[src/rtl/pio_input_conditioner_if.sv]
// Register-slave bus of the PIO input conditioner: word address, read/write
// strobes, write data and registered read data.
interface pio_input_conditioner_if;
    logic [2:0]  iADDRESS;
    logic        iWRITE;
    logic        iREAD;
    logic [31:0] iWRITE_DATA;
    logic [31:0] oREAD_DATA;

    modport master (
        output iADDRESS,
        output iWRITE,
        output iREAD,
        output iWRITE_DATA,
        input  oREAD_DATA
    );

    modport slave (
        input  iADDRESS,
        input  iWRITE,
        input  iREAD,
        input  iWRITE_DATA,
        output oREAD_DATA
    );
endinterface

[src/rtl/pio_input_conditioner.sv]
// PIO input conditioner: 2-FF synchroniser, optional prescaled 3-sample
// debounce, edge detection into a sticky PENDING register and a level IRQ.
// Optional feature macro: PIO_INPUT_CONDITIONER_TIMESTAMP_EN adds a free-running
// cycle counter and a TSTAMP capture of the first pending edge (address 6).
module pio_input_conditioner #(
    parameter int pBITS     = 32,
    parameter int pDIV_BITS = 16
) (
    input  logic                  iCLOCK,
    input  logic                  iRESET,
    pio_input_conditioner_if.slave bus,
    input  logic [pBITS-1:0]      iPIN,
    output logic [pBITS-1:0]      oPIO,
    output logic                  oIRQ
);

    localparam logic [2:0] ADDR_VALUE   = 3'd0;
    localparam logic [2:0] ADDR_RISE_EN = 3'd1;
    localparam logic [2:0] ADDR_FALL_EN = 3'd2;
    localparam logic [2:0] ADDR_PENDING = 3'd3;
    localparam logic [2:0] ADDR_MASK    = 3'd4;
    localparam logic [2:0] ADDR_DIV     = 3'd5;
    localparam logic [2:0] ADDR_TSTAMP  = 3'd6;

    localparam logic [pDIV_BITS-1:0] PRESC_ZERO = {pDIV_BITS{1'b0}};
    localparam logic [pDIV_BITS-1:0] PRESC_ONE  = pDIV_BITS'(1'b1);
    localparam logic [pBITS-1:0]     BITS_ZERO  = {pBITS{1'b0}};

    // Zero-extend a pin-wide value onto the 32-bit read bus.
    function automatic logic [31:0] zext_bits(input logic [pBITS-1:0] v);
        logic [31:0] r;
        r = 32'd0;
        r[pBITS-1:0] = v;
        return r;
    endfunction

    // Zero-extend the divider onto the 32-bit read bus.
    function automatic logic [31:0] zext_div(input logic [pDIV_BITS-1:0] v);
        logic [31:0] r;
        r = 32'd0;
        r[pDIV_BITS-1:0] = v;
        return r;
    endfunction

    logic [pBITS-1:0]     sync1_r;
    logic [pBITS-1:0]     sync2_r;
    logic [pBITS-1:0]     hist0_r;
    logic [pBITS-1:0]     hist1_r;
    logic [pBITS-1:0]     pio_r;
    logic [pBITS-1:0]     prev_r;
    logic [pBITS-1:0]     rise_en_r;
    logic [pBITS-1:0]     fall_en_r;
    logic [pBITS-1:0]     pending_r;
    logic [pBITS-1:0]     mask_r;
    logic [pDIV_BITS-1:0] div_r;
    logic [pDIV_BITS-1:0] presc_r;
    logic                 irq_r;
    logic [31:0]          rdata_r;

    logic                 wr_rise_s;
    logic                 wr_fall_s;
    logic                 wr_pend_s;
    logic                 wr_mask_s;
    logic                 wr_div_s;
    logic [pBITS-1:0]     w1c_s;
    logic                 bypass_s;
    logic                 tick_s;
    logic [pBITS-1:0]     agree_s;
    logic [pBITS-1:0]     pio_next_s;
    logic [pBITS-1:0]     rise_s;
    logic [pBITS-1:0]     fall_s;
    logic [pBITS-1:0]     pending_next_s;
    logic [31:0]          tstamp_s;
    logic [31:0]          rdata_s;

    // Decode the write strobe into one enable per writable register.
    always_comb begin
        wr_rise_s = 1'b0;
        wr_fall_s = 1'b0;
        wr_pend_s = 1'b0;
        wr_mask_s = 1'b0;
        wr_div_s  = 1'b0;
        if (bus.iWRITE) begin
            case (bus.iADDRESS)
                ADDR_RISE_EN: wr_rise_s = 1'b1;
                ADDR_FALL_EN: wr_fall_s = 1'b1;
                ADDR_PENDING: wr_pend_s = 1'b1;
                ADDR_MASK:    wr_mask_s = 1'b1;
                ADDR_DIV:     wr_div_s  = 1'b1;
                default:      wr_rise_s = 1'b0;
            endcase
        end else begin
            wr_rise_s = 1'b0;
        end
    end

    assign w1c_s    = wr_pend_s ? bus.iWRITE_DATA[pBITS-1:0] : BITS_ZERO;
    assign bypass_s = (div_r == PRESC_ZERO);
    assign tick_s   = !bypass_s && (presc_r == div_r);

    // A bit is accepted only when the two stored tick samples and the new one agree.
    assign agree_s  = ~(hist1_r ^ hist0_r) & ~(hist0_r ^ sync2_r);

    // Next conditioned pin state: straight through in bypass, debounced otherwise.
    always_comb begin
        pio_next_s = pio_r;
        if (bypass_s) begin
            pio_next_s = sync2_r;
        end else if (tick_s) begin
            pio_next_s = (agree_s & sync2_r) | (~agree_s & pio_r);
        end else begin
            pio_next_s = pio_r;
        end
    end

    assign rise_s         = pio_r & ~prev_r & rise_en_r;
    assign fall_s         = ~pio_r & prev_r & fall_en_r;
    // Set beats clear: a new edge in the same cycle as its W1C keeps the bit set.
    assign pending_next_s = (pending_r & ~w1c_s) | rise_s | fall_s;

`ifdef PIO_INPUT_CONDITIONER_TIMESTAMP_EN
    logic [31:0] cycle_cnt_r;
    logic [31:0] tstamp_r;

    // Free-running cycle counter and capture on the first pending edge.
    always_ff @(posedge iCLOCK) begin
        if (iRESET) begin
            cycle_cnt_r <= 32'd0;
            tstamp_r    <= 32'd0;
        end else begin
            cycle_cnt_r <= cycle_cnt_r + 32'd1;
            if ((pending_r == BITS_ZERO) && (pending_next_s != BITS_ZERO)) begin
                tstamp_r <= cycle_cnt_r;
            end
        end
    end

    assign tstamp_s = tstamp_r;
`else
    assign tstamp_s = 32'd0;
`endif

    // Read-data multiplexer; unused upper bits and the reserved word read 0.
    always_comb begin
        rdata_s = 32'd0;
        case (bus.iADDRESS)
            ADDR_VALUE:   rdata_s = zext_bits(pio_r);
            ADDR_RISE_EN: rdata_s = zext_bits(rise_en_r);
            ADDR_FALL_EN: rdata_s = zext_bits(fall_en_r);
            ADDR_PENDING: rdata_s = zext_bits(pending_r);
            ADDR_MASK:    rdata_s = zext_bits(mask_r);
            ADDR_DIV:     rdata_s = zext_div(div_r);
            ADDR_TSTAMP:  rdata_s = tstamp_s;
            default:      rdata_s = 32'd0;
        endcase
    end

    // Two-flop synchroniser on the raw pins.
    always_ff @(posedge iCLOCK) begin
        if (iRESET) begin
            sync1_r <= BITS_ZERO;
            sync2_r <= BITS_ZERO;
        end else begin
            sync1_r <= iPIN;
            sync2_r <= sync1_r;
        end
    end

    // Debounce prescaler: counts 0..DIV and restarts on any DIV write.
    always_ff @(posedge iCLOCK) begin
        if (iRESET) begin
            presc_r <= PRESC_ZERO;
        end else if (wr_div_s || bypass_s || tick_s) begin
            presc_r <= PRESC_ZERO;
        end else begin
            presc_r <= presc_r + PRESC_ONE;
        end
    end

    // Tick-sample history, conditioned pin state and previous-state copy for edges.
    always_ff @(posedge iCLOCK) begin
        if (iRESET) begin
            hist0_r <= BITS_ZERO;
            hist1_r <= BITS_ZERO;
            pio_r   <= BITS_ZERO;
            prev_r  <= BITS_ZERO;
        end else begin
            if (tick_s) begin
                hist1_r <= hist0_r;
                hist0_r <= sync2_r;
            end
            pio_r  <= pio_next_s;
            prev_r <= pio_r;
        end
    end

    // Software-visible configuration registers.
    always_ff @(posedge iCLOCK) begin
        if (iRESET) begin
            rise_en_r <= BITS_ZERO;
            fall_en_r <= BITS_ZERO;
            mask_r    <= BITS_ZERO;
            div_r     <= PRESC_ZERO;
        end else begin
            if (wr_rise_s) begin
                rise_en_r <= bus.iWRITE_DATA[pBITS-1:0];
            end
            if (wr_fall_s) begin
                fall_en_r <= bus.iWRITE_DATA[pBITS-1:0];
            end
            if (wr_mask_s) begin
                mask_r <= bus.iWRITE_DATA[pBITS-1:0];
            end
            if (wr_div_s) begin
                div_r <= bus.iWRITE_DATA[pDIV_BITS-1:0];
            end
        end
    end

    // Sticky pending flags and the level interrupt derived from them.
    always_ff @(posedge iCLOCK) begin
        if (iRESET) begin
            pending_r <= BITS_ZERO;
            irq_r     <= 1'b0;
        end else begin
            pending_r <= pending_next_s;
            irq_r     <= |(pending_r & mask_r);
        end
    end

    // Registered read data, captured only on a read strobe.
    always_ff @(posedge iCLOCK) begin
        if (iRESET) begin
            rdata_r <= 32'd0;
        end else if (bus.iREAD) begin
            rdata_r <= rdata_s;
        end
    end

    assign oPIO           = pio_r;
    assign oIRQ           = irq_r;
    assign bus.oREAD_DATA = rdata_r;

endmodule

[src/flat_wrapper.sv]
// flat-port wrapper written by rule: the top's interface ports become plain ports
module pio_input_conditioner_flat 
#(
    parameter int pBITS     = 32,
    parameter int pDIV_BITS = 16
)
  (iCLOCK, iRESET, iPIN, oPIO, oIRQ, bus_iADDRESS, bus_iWRITE, bus_iREAD, bus_iWRITE_DATA, bus_oREAD_DATA);
  pio_input_conditioner_if bus_i ();
  input  logic iCLOCK;
  input  logic iRESET;
  input  logic [pBITS-1:0] iPIN;
  output logic [pBITS-1:0] oPIO;
  output logic oIRQ;
  input wire logic [$bits(bus_i.iADDRESS)-1:0] bus_iADDRESS;
  input wire logic [$bits(bus_i.iWRITE)-1:0] bus_iWRITE;
  input wire logic [$bits(bus_i.iREAD)-1:0] bus_iREAD;
  input wire logic [$bits(bus_i.iWRITE_DATA)-1:0] bus_iWRITE_DATA;
  output wire logic [$bits(bus_i.oREAD_DATA)-1:0] bus_oREAD_DATA;
  assign bus_i.iADDRESS = bus_iADDRESS;
  assign bus_i.iWRITE = bus_iWRITE;
  assign bus_i.iREAD = bus_iREAD;
  assign bus_i.iWRITE_DATA = bus_iWRITE_DATA;
  assign bus_oREAD_DATA = bus_i.oREAD_DATA;
  pio_input_conditioner #(.pBITS(pBITS), .pDIV_BITS(pDIV_BITS)) u_core (.iCLOCK(iCLOCK), .iRESET(iRESET), .bus(bus_i), .iPIN(iPIN), .oPIO(oPIO), .oIRQ(oIRQ));
endmodule
[config.mk]
export PLATFORM = sky130hd
export DESIGN_NAME = pio_input_conditioner_flat
export DESIGN_NICKNAME = d
export VERILOG_FILES = /design/src/rtl/pio_input_conditioner_if.sv /design/src/rtl/pio_input_conditioner.sv /design/src/flat_wrapper.sv
export SDC_FILE = /design/constraint.sdc
export NUM_CORES = 1
export LEC_CHECK = 0
export CORE_AREA = 2 2 179 181
export CTS_BUF_LIST = sky130_fd_sc_hd__clkbuf_8
export DETAILED_ROUTE_END_ITERATION = 10
export DIE_AREA = 0 0 181 183
export PLACE_DENSITY = 0.7
export SYNTH_ARGS = -nofsm -noshare
export SYNTH_HDL_FRONTEND = slang
export SYNTH_SLANG_ARGS = --single-unit
[constraint.sdc]
create_clock -name iCLOCK -period 4.4 [get_ports iCLOCK]
set_input_delay 0.88 -clock iCLOCK [delete_from_list [all_inputs] [get_ports iCLOCK]]
set_output_delay 0.88 -clock iCLOCK [all_outputs]
set_load 0.01 [all_outputs]
==> impl_results.md, run 1 <==
* GRT Total Usage at 0.2489
* Seq cells post-synth at approximately 390
* Hold Crit Depth at 1
* Synth Flop Type: dfxtp_1
* Final core occ at 0.5805
* Post-synth EDFFs at 0
* DR vias/cell at roughly 5.8
* Root Buffer: clkbuf_8
* Hold Crit Endpoint: u_core.sync2_r[16]
* Tcrit/Tclk final at 0.6322
* Yosys cell types at 43
* Io pins at 136
* R2R cell count at 6
* RD Place Congestion at slightly below 0.9
* Routed length on met1 at 19410 µm
* Hpwl dp at between 20000 and 30000 µm
* Hold Crit Class: flop to flop
* CP max FO at 96
* Crit Path Category: flop to flop
* Area contributors post-synth: dfxtp_1, a21oi_1, nand2_1, nor2b_1, nor4_1
* Initial antenna violation count at 0
* Syn Inst Count at roughly 1800
* Vias in the first global route at around 12000
* Critical Path RT at 4.91 ns
* Total negative setup slack at 0 ns
* Area delta synth->final at 18.04%
* PortBufs at about 140
* Total global routing overflow at 0
* Met3 WL at about 3000 µm
* Pins Over Slew Limit at 0
* Leakage at a little over 6 nW
* DP Cell Count at around 2200
* CTS buffer count at 60
* Async S/R FF share, synth at 0
* Syn avg cell area at around 8.5 µm²
* Core area at approximately 31000 µm²
* Crit path DAT at between 3 and 4 ns
* Final hold violations at 0
* Worst rel slew slack at 0.3138
* FF-to-FF Start: u_core.div_r[9]
* Final net count at around 2000
* Routed wire per std cell at about 18 µm
* Maximum vdd drop at approximately 0.24 mV
* Worst-Margin Slew at 1.029 ns
* Unrepaired setup endpoints after global routing: false
* Final Routed Wirelength at roughly 42000 µm
* Clk_lat worst skew at between 0.6 and 0.7 ns
* Hold Path Origin: u_core.sync1_r[16]
* Layout cells sized above 1 at 0.08199
* Power Dens Cells at just over 400 nW/µm²
* Cts repair resizes at 0
* Outcome: complete, no violations
* Net Count, Synth at roughly 1900
* Initial detailed-routing violation count at ~1600
* Area leader, netlist: dfxtp_1
* Drt drc at 0
* Period minus WS final at around 2.8 ns
* Startpoint types: flop
* Hold_buf cts at 0
* First-pass GRT wire length at 67010 µm
* Maximum root-to-sink buffer count at 3
* Final setup viols at 0
* Initial Utilization at 0.4918
* Max Freq at between 300 and 400 MHz
* CTS tree: done
* Yosys warning count at 0
* Sequential cell area fraction in the yosys report at 0.5018
* Die width at approximately 180 µm
* Max Used Layer: met4
* R2R setup slack at 1.62 ns
* Syn Std Cell Area at approximately 15000 µm²
* H-tree lvl count at 2
* Rows at 65
* Non-filler cells, final at roughly 2300
* Die ar. at 33120 µm²
* Placed Area at around 17000 µm²
* Share of the synthesized area in the top cell type at 0.5018
* Met2 wire len at roughly 18000 µm
* Design area at 18130 µm²
* ANT cells at 0
* Max-Cap Viols at 0
* Top post-synthesis cells by count: dfxtp_1, nand2_1, a21oi_1
* CTS clk-pin slew, worst paths at roughly 0.060 ns
* Largest net degree at the start of global routing at 177
* Clock sinks at 385
* DR pass1 iterations at 6
* Setup crit end kind: flop
* Antenna viol nets, final at 0
* Die H at about 180 µm
* Via count at ~14000
* Post-CTS Repair Setup Buffers at 0
* Most common cell in the synthesized netlist: dfxtp_1
* Final Skew at around 0.035 ns
cells by family (layout without fill, tap and decap cells):
logic type / after synthesis / in the layout / synth area share
DFF: 385 / 385 / 0.5018
adders and majority gates: 1 / 1 / 0.0008145
and+or+nand+nor: 721 / 721 / 0.2192
AOI/OAI and AO/OA: 470 / 470 / 0.1757
xor gates and xnor gates: 30 / 30 / 0.01711
buffers and inverters: 143 / 272 / 0.03837
muxes: 48 / 48 / 0.04700
layer usage:
layer | vias up | global-route usage
li1 | 6511 | -
met1 | 6383 | 0.3577
met2 | 563 | 0.3751
met3 | 100 | 0.03991
met4 | 0 | 0.09984
met5 | - | 0
area by class of cell:
type	count	area [µm²]
clock buffers	82	1129
clock inverters	27	111.4
fillers	2811	13100
inverters	6	22.52
multi-input cells	1270	7083
flip-flops and latches	385	7707
well taps	402	503.0
repair buffers	157	1574
state kept, by name (all words and copies together) (netlist names), named ones only:
register	flops
u_core.bus.oREAD_DATA	32
u_core.fall_en_r	32
u_core.hist0_r	32
u_core.hist1_r	32
u_core.mask_r	32
u_core.pending_r	32
u_core.prev_r	32
u_core.rise_en_r	32
u_core.sync1_r	32
u_core.sync2_r	32
u_core.div_r	16
u_core.presc_r	16
u_core.oIRQ	1
cell usage in the layout (no fill, tap or decap), types with 18 or more instances in the layout:
master,instances
clkdlybuf4s50_1,132
nand3_1,75
nor2_1,88
mux4_2,18
clkbuf_8,82
xor2_1,23
a311oi_1,32
a21oi_1,262
nor2b_1,99
o22ai_1,33
a22oi_1,32
inv_1,29
nand2_1,346
nor4_1,73
o21ai_0,78
dfxtp_1,385
power by group:
group	switching, mW	internal [mW]
logic	0.527	0.253
clock network	1.36	1.64
registers	0.0785	3.57
total	1.97	5.47
worst max-delay path by stage:
stage	slack [ns]	depth (start not counted)	endpoint	startpoint
floorplan	2.03	6	u_core.bus.oREAD_DATA[2]	bus_iADDRESS[0]
global placement	1.25	6	u_core.presc_r[3]	bus_iADDRESS[2]
detailed placement	1.20	6	u_core.presc_r[4]	bus_iWRITE
CTS	1.68	1	oPIO[1]	flop
global route	1.49	6	flop	u_core.presc_r[0]
finish	1.62	6	flop	u_core.div_r[9]
through the flow:
step	power (mW)	hold WS (ns)	setup WS [ns]
2_1_floorplan	4.235	0.4138	2.033
5_1_grt	7.734	0.4539	1.492
3_3_place_gp	4.476	0.4187	1.245
4_1_cts	7.485	0.4360	1.684
3_5_place_dp	4.494	0.4212	1.198
6_report	7.439	0.4340	1.618
critical path: stages, from the launching register on:
cell and delay [ns]:
dfxtp_1 0.47, xor2_1 0.12, nor4_1 0.52, and4_2 0.33
buf_4 0.73, a311oi_1 0.22, nor4_1 0.20
Power figures use the tool's default switching activity.
==> inputs of run 2 (changes only) <==
PLACE_DENSITY = 0.73   (was 0.7)
clock period = 2.3 ns   (was 4.4 ns; I/O delays follow)
==> run 2 against run 1 <==
Compared with the run above:
- combinational power rose by 110%
- sequential share of layout area fell by 1.4 points
- largest cell class unchanged
- register-to-register slack got worse by 1.5 ns
- total power rose by 100%
- final area rose by 3.4%
- sequential cell count did not move
- die area did not move
- non-clock buffer count rose by 39
- utilization rose by 2.0 points
==> impl_results.md, run 2 (synthesis gave the netlist of run 1 again) <==
* Outcome: complete, no violations
* Vias in the first global route at approximately 13000
* Maximum vdd drop at approximately 0.4 mV
* Total negative setup slack at 0 ns
* Non-filler cells, final at 2372
* Layout cells sized above 1 at 0.1066
* Io pins at 136
* Maximum root-to-sink buffer count at 3
* Crit path DAT at 1.80 ns
* Most common cell after layout, fill and taps aside: dfxtp_1
* Die ar. at 33120 µm²
* Initial detailed-routing violation count at between 1000 and 1500
* Design Power at 14.98 mW
* CTS clk-pin slew, worst paths at about 0.060 ns
* Worst rel slew slack at 0.6507
* Final setup viols at 0
* DR pass1 iterations at 6
* Worst-Margin Slew at ~0.52 ns
* H-tree lvl count at 3
* ANT cells at 0
* PortBufs at 135
* Largest net degree at the start of global routing at roughly 110
* Final net count at 1997
* Total global routing overflow at 0
* CP cell instances: clkdlybuf4s50_1
* Period minus WS final at 2.257 ns
* Final hold violations at 0
* Power Dens Cells at roughly 800 nW/µm²
* Startpoint types: flop
* Antenna viol nets, final at 0
* Die width at about 180 µm
* Max Freq at 443.1 MHz
* Initial Utilization at 0.4918
* Unrepaired setup endpoints after global routing: false
* CP max FO at 7
* Clk_lat worst skew at ~0.60 ns
* Crit Path Category: flop to output pin
* Rows at 65
* Critical Path RT at 1.84 ns
* Worst-path cell with the longest stage delay: clkdlybuf4s50_1
* Leakage at 6.478 nW
* Root Buffer: clkbuf_8
* Highest-count cells in the layout ignoring fill and taps: dfxtp_1, nand2_1, a21oi_1
* Crit path max-delay family: buffers and inverters
* Via count at around 14000
* DP Cell Count at between 2000 and 2500
* Clock sinks at 385
* DR vias/cell at between 5 and 6
* Hold_buf cts at 0
* Max-Cap Viols at 0
* Bufs and invs on worst path at 1
* Routed wire per std cell at between 15 and 20 µm
* Setup crit end kind: output pin
* Drt drc at 0
* CTS buffer count at 66
* Die H at between 150 and 200 µm
* Hold Crit Class: input port to flop
* Final Skew at between 0.03 and 0.04 ns
* Pins Over Slew Limit at 0
* Initial antenna violation count at 1
* First-pass GRT wire length at between 60000 and 70000 µm
* Final Routed Wirelength at 43000 µm
* Hold WS at around 0.2 ns
* Core area at between 30000 and 40000 µm²
* Tcrit/Tclk final at 0.9812
* Area delta synth->final at 22.06%
* RD Place Congestion at 0.8999
* GRT Total Usage at 0.2559
* Largest stage delay on the critical path at approximately 0.63 ns
* CTS tree: done
* Hpwl dp at 28520 µm
## run 2: changes by cell type in the layout (fill, tap and decap cells not counted), sizes merged
cell	previous run	this run
bufinv	0	3
buf	25	64
inv	29	26
clkinv	2	8
clkbuf	82	80
## run 2: path summary, 6_finish.rpt
kind / cells past startpoint / from / slack [ns] / endpoint
worst max register to register: 7 / u_core.div_r[9] / 0.15 / flop
worst min register to register: 1 / u_core.sync1_r[28] / 0.43 / u_core.sync2_r[28]
worst min-delay path: 2 / iRESET / 0.20 / u_core.sync1_r[2]
worst max-delay path: 1 / flop / 0.04 / oPIO[0]
## run 2: worst reg2reg max path, delay by kind of cell (launching register included)
kind,cells,cell delay (ns)
compound gates,1,0.14
xor+xnor,1,0.19
flops,1,0.37
buf+inv,2,0.38
simple gates,3,0.94
## run 2: layout make-up
cell class / instances / area [µm²]
Clock buffer: 80 / 1101
Clock inverter: 33 / 256.5
Fill cell: 2726 / 12480
Inverter: 6 / 22.52
Multi-Input combinational cell: 1270 / 7089
Sequential cell: 385 / 7709
Tap cell: 402 / 503.0
Timing Repair Buffer: 196 / 2067
## run 2: routing by layer
| layer | track usage | share of wire | up-vias |
|---|---|---|---|
| met2 | 0.4012 | 0.45 | 568 |
| met3 | 0.05183 | 0.083 | 87 |
| met4 | 0.08228 | 0.023 | 0 |
| met5 | 0 | 0 | - |
| met1 | 0.3559 | 0.44 | 6606 |
| li1 | - | - | 6592 |
## run 2: per-stage QoR
stage                       util  setup WS, ns  cell area (µm²)
after global routing      0.6003      0.005550            18750
after CTS                 0.6001       0.04265            18740
after global placement    0.5566        0.1042            17380
after floorplan                -        0.3532            15360
final                     0.6003       0.04333            18750
after detailed placement  0.5566       0.05818            17380
## run 2: timing repair
action	4_1_cts	5_1_grt
setup buffers	0	0
setup endpoints to repair	0	2
resized for setup	0	2
## run 2: power breakdown
group / internal (mW) / switching, mW
Combinational: 0.629 / 1.04
Sequential: 6.84 / 0.145
Clock: 3.52 / 2.80
==> inputs of run 3 (changes only) <==
CELL_PAD_IN_SITES_DETAIL_PLACEMENT = 0   (was unset)
CELL_PAD_IN_SITES_GLOBAL_PLACEMENT = 1   (was unset)
CORE_AREA = 2 2 230 232   (was 2 2 179 181)
DIE_AREA = 0 0 232 234   (was 0 0 181 183)
PLACE_DENSITY = unset   (was 0.73)
PLACE_DENSITY_LB_ADDON = 0.1   (was unset)
==> run 3 against run 2 <==
Compared with the run above:
- total power grew 1.2%
- clock skew shrank 0.010 ns
- register-to-register slack gained 0.02 ns
- sequential cell count is the same
- global-route usage shrank 6.6 points
- fmax grew 2.9%
- hold slack lost 0.051 ns
- utilization shrank 23 points
- critical path depth is the same
- sequential power is essentially flat
- non-clock buffer count grew 35
- critical endpoint is now oPIO[25]
- highest routed layer unchanged
==> impl_results.md, run 3 (synthesis gave the netlist of run 1 again) <==
* Hold Path Origin: iRESET
* Vias in the first global route at roughly 13000
* Power Dens Cells at between 700 and 800 nW/µm²
* Initial detailed-routing violation count at around 880
* CP max FO at 7
* Crit path max-delay family: buffers and inverters
* Die width at 232 µm
* Worst-Margin Slew at 0.8139 ns
* Clock sinks at 385
* DP Cell Count at about 2600
* Die H at between 200 and 250 µm
* Critical Path RT at 1.84 ns
* Placed Area at between 15000 and 20000 µm²
* Max-Cap Viols at 0
* Leakage at between 6 and 7 nW
* Core area at approximately 52000 µm²
* FF+latch area at around 7700 µm²
* PortBufs at 135
* Io pins at roughly 140
* Fillers at between 5000 and 6000
* Startpoint types: flop
* Crit Path Category: flop to output pin
* CP cell instances: clkdlybuf4s50_1
* Final net count at 2038
* GRT Total Usage at 0.1896
* Layout cells sized above 1 at 0.1262
* Most common cell after layout, fill and taps aside: dfxtp_1
* DR pass1 iterations at 8
* Initial Utilization at 0.2952
* Final Skew at roughly 0.025 ns
* Hold_buf cts at 0
* Rows at 84
* Largest stage delay on the critical path at 0.60 ns
* Max Freq at approximately 460 MHz
* Period minus WS final at approximately 2.2 ns
* Root Buffer: clkbuf_8
* Design area at 19390 µm²
* Final hold violations at 0
* Worst-path cell with the longest stage delay: clkdlybuf4s50_1
* CTS clk-pin slew, worst paths at around 0.060 ns
* First-pass GRT wire length at just under 80000 µm
* Maximum vdd drop at around 0.36 mV
* H-tree lvl count at 3
* CTS tree: done
* RD Place Congestion at ~0.83
* Routed wire per std cell at 19.10 µm
* Die ar. at ~54000 µm²
* Drt drc at 0
* Worst rel slew slack at 0.4434
* Area of the multi-input gates at 7089 µm²
* Total global routing overflow at 0
* Area delta synth->final at 26.25%
* FF-to-FF Start: u_core.div_r[15]
* Setup crit end kind: output pin
* Maximum root-to-sink buffer count at 3
* Pins Over Slew Limit at 0
* Outcome: complete, no violations
* Tcrit/Tclk final at 0.9537
* Bufs and invs on worst path at 1
* Final Routed Wirelength at 51570 µm
* Hold Crit Class: input port to flop
* CTS buffer count at 72
* Via count at 13490
* Final setup viols at 0
* Crit path DAT at 1.73 ns
* Non-filler cells, final at 2700
* Antenna viol nets, final at 0
* Clk_lat worst skew at roughly 0.65 ns
* Largest net degree at the start of global routing at around 110
* Unrepaired setup endpoints after global routing: false
* Initial antenna violation count at 1
* Hpwl dp at 34690 µm
* DR vias/cell at 4.997
* Highest-count cells in the layout ignoring fill and taps: dfxtp_1, nand2_1, a21oi_1
* ANT cells at 0
==> run 3: changes by cell type in the layout (fill, tap and decap cells not counted), moves of 2 or more <==
cell       delta
clkbuf_8      +6
dfxtp_1      -12
bufinv_16     -2
inv_1        +10
buf_4        +35
clkinv_2      -5
dfxtp_2      +12
==> run 3: where the power goes <==
group	total (mW)	switching (mW)	leakage, nW	internal (mW)
logic	1.79	1.14	2.78	0.658
registers	6.98	0.141	3.13	6.84
clock network	6.38	2.90	0.799	3.48
==> run 3: worst paths after layout <==
path / end / slack (ns) / cells past startpoint
worst min-delay path: u_core.hist1_r[16] / 0.15 / 2
worst max register to register: u_core.hist1_r[30] / 0.17 / 6
worst max-delay path: oPIO[25] / 0.11 / 1
worst min register to register: u_core.sync2_r[9] / 0.43 / 1
==> run 3: layout make-up <==
| cell class | count | area share |
|---|---|---|
| sequential | 385 | 0.3983 |
| multi-input combinational | 1270 | 0.3656 |
| timing repair buffer | 231 | 0.1201 |
| clock buffer | 86 | 0.06104 |
| tap | 688 | 0.04439 |
| clock inverter | 34 | 0.009420 |
| inverter | 6 | 0.001161 |
==> run 3: timing repair <==
item                       4_1_cts  5_1_grt
resized for setup               11        3
setup endpoints to repair       11       17
pin swaps                        0        0
cloned                           0        0
setup buffers                    0        0
==> run 3: metrics by stage <==
stage / util / setup slack, ns / power [mW] / hold slack, ns / TNS [ns]
detailed placement: 0.3461 / -0.1015 / 8.917 / 0.4204 / -0.1937
global route: 0.3728 / 0.003145 / 15.89 / 0.1062 / 0
CTS: 0.3726 / 0.02252 / 15.42 / 0.08017 / 0
finish: 0.3728 / 0.1064 / 15.16 / 0.1484 / 0
global placement: 0.3461 / -0.1638 / 8.913 / 0.4182 / -0.2805
floorplan: - / 0.3532 / 8.101 / 0.4138 / 0
==> run 3: routing by layer <==
layer / GRT usage / up-vias / wire length [µm]
li1: - / 6684 / -
met3: 0.03794 / 76 / 2558
met1: 0.2826 / 6397 / 26340
met5: 0 / - / 0
met2: 0.2735 / 335 / 21650
met4: 0.05529 / 0 / 1021
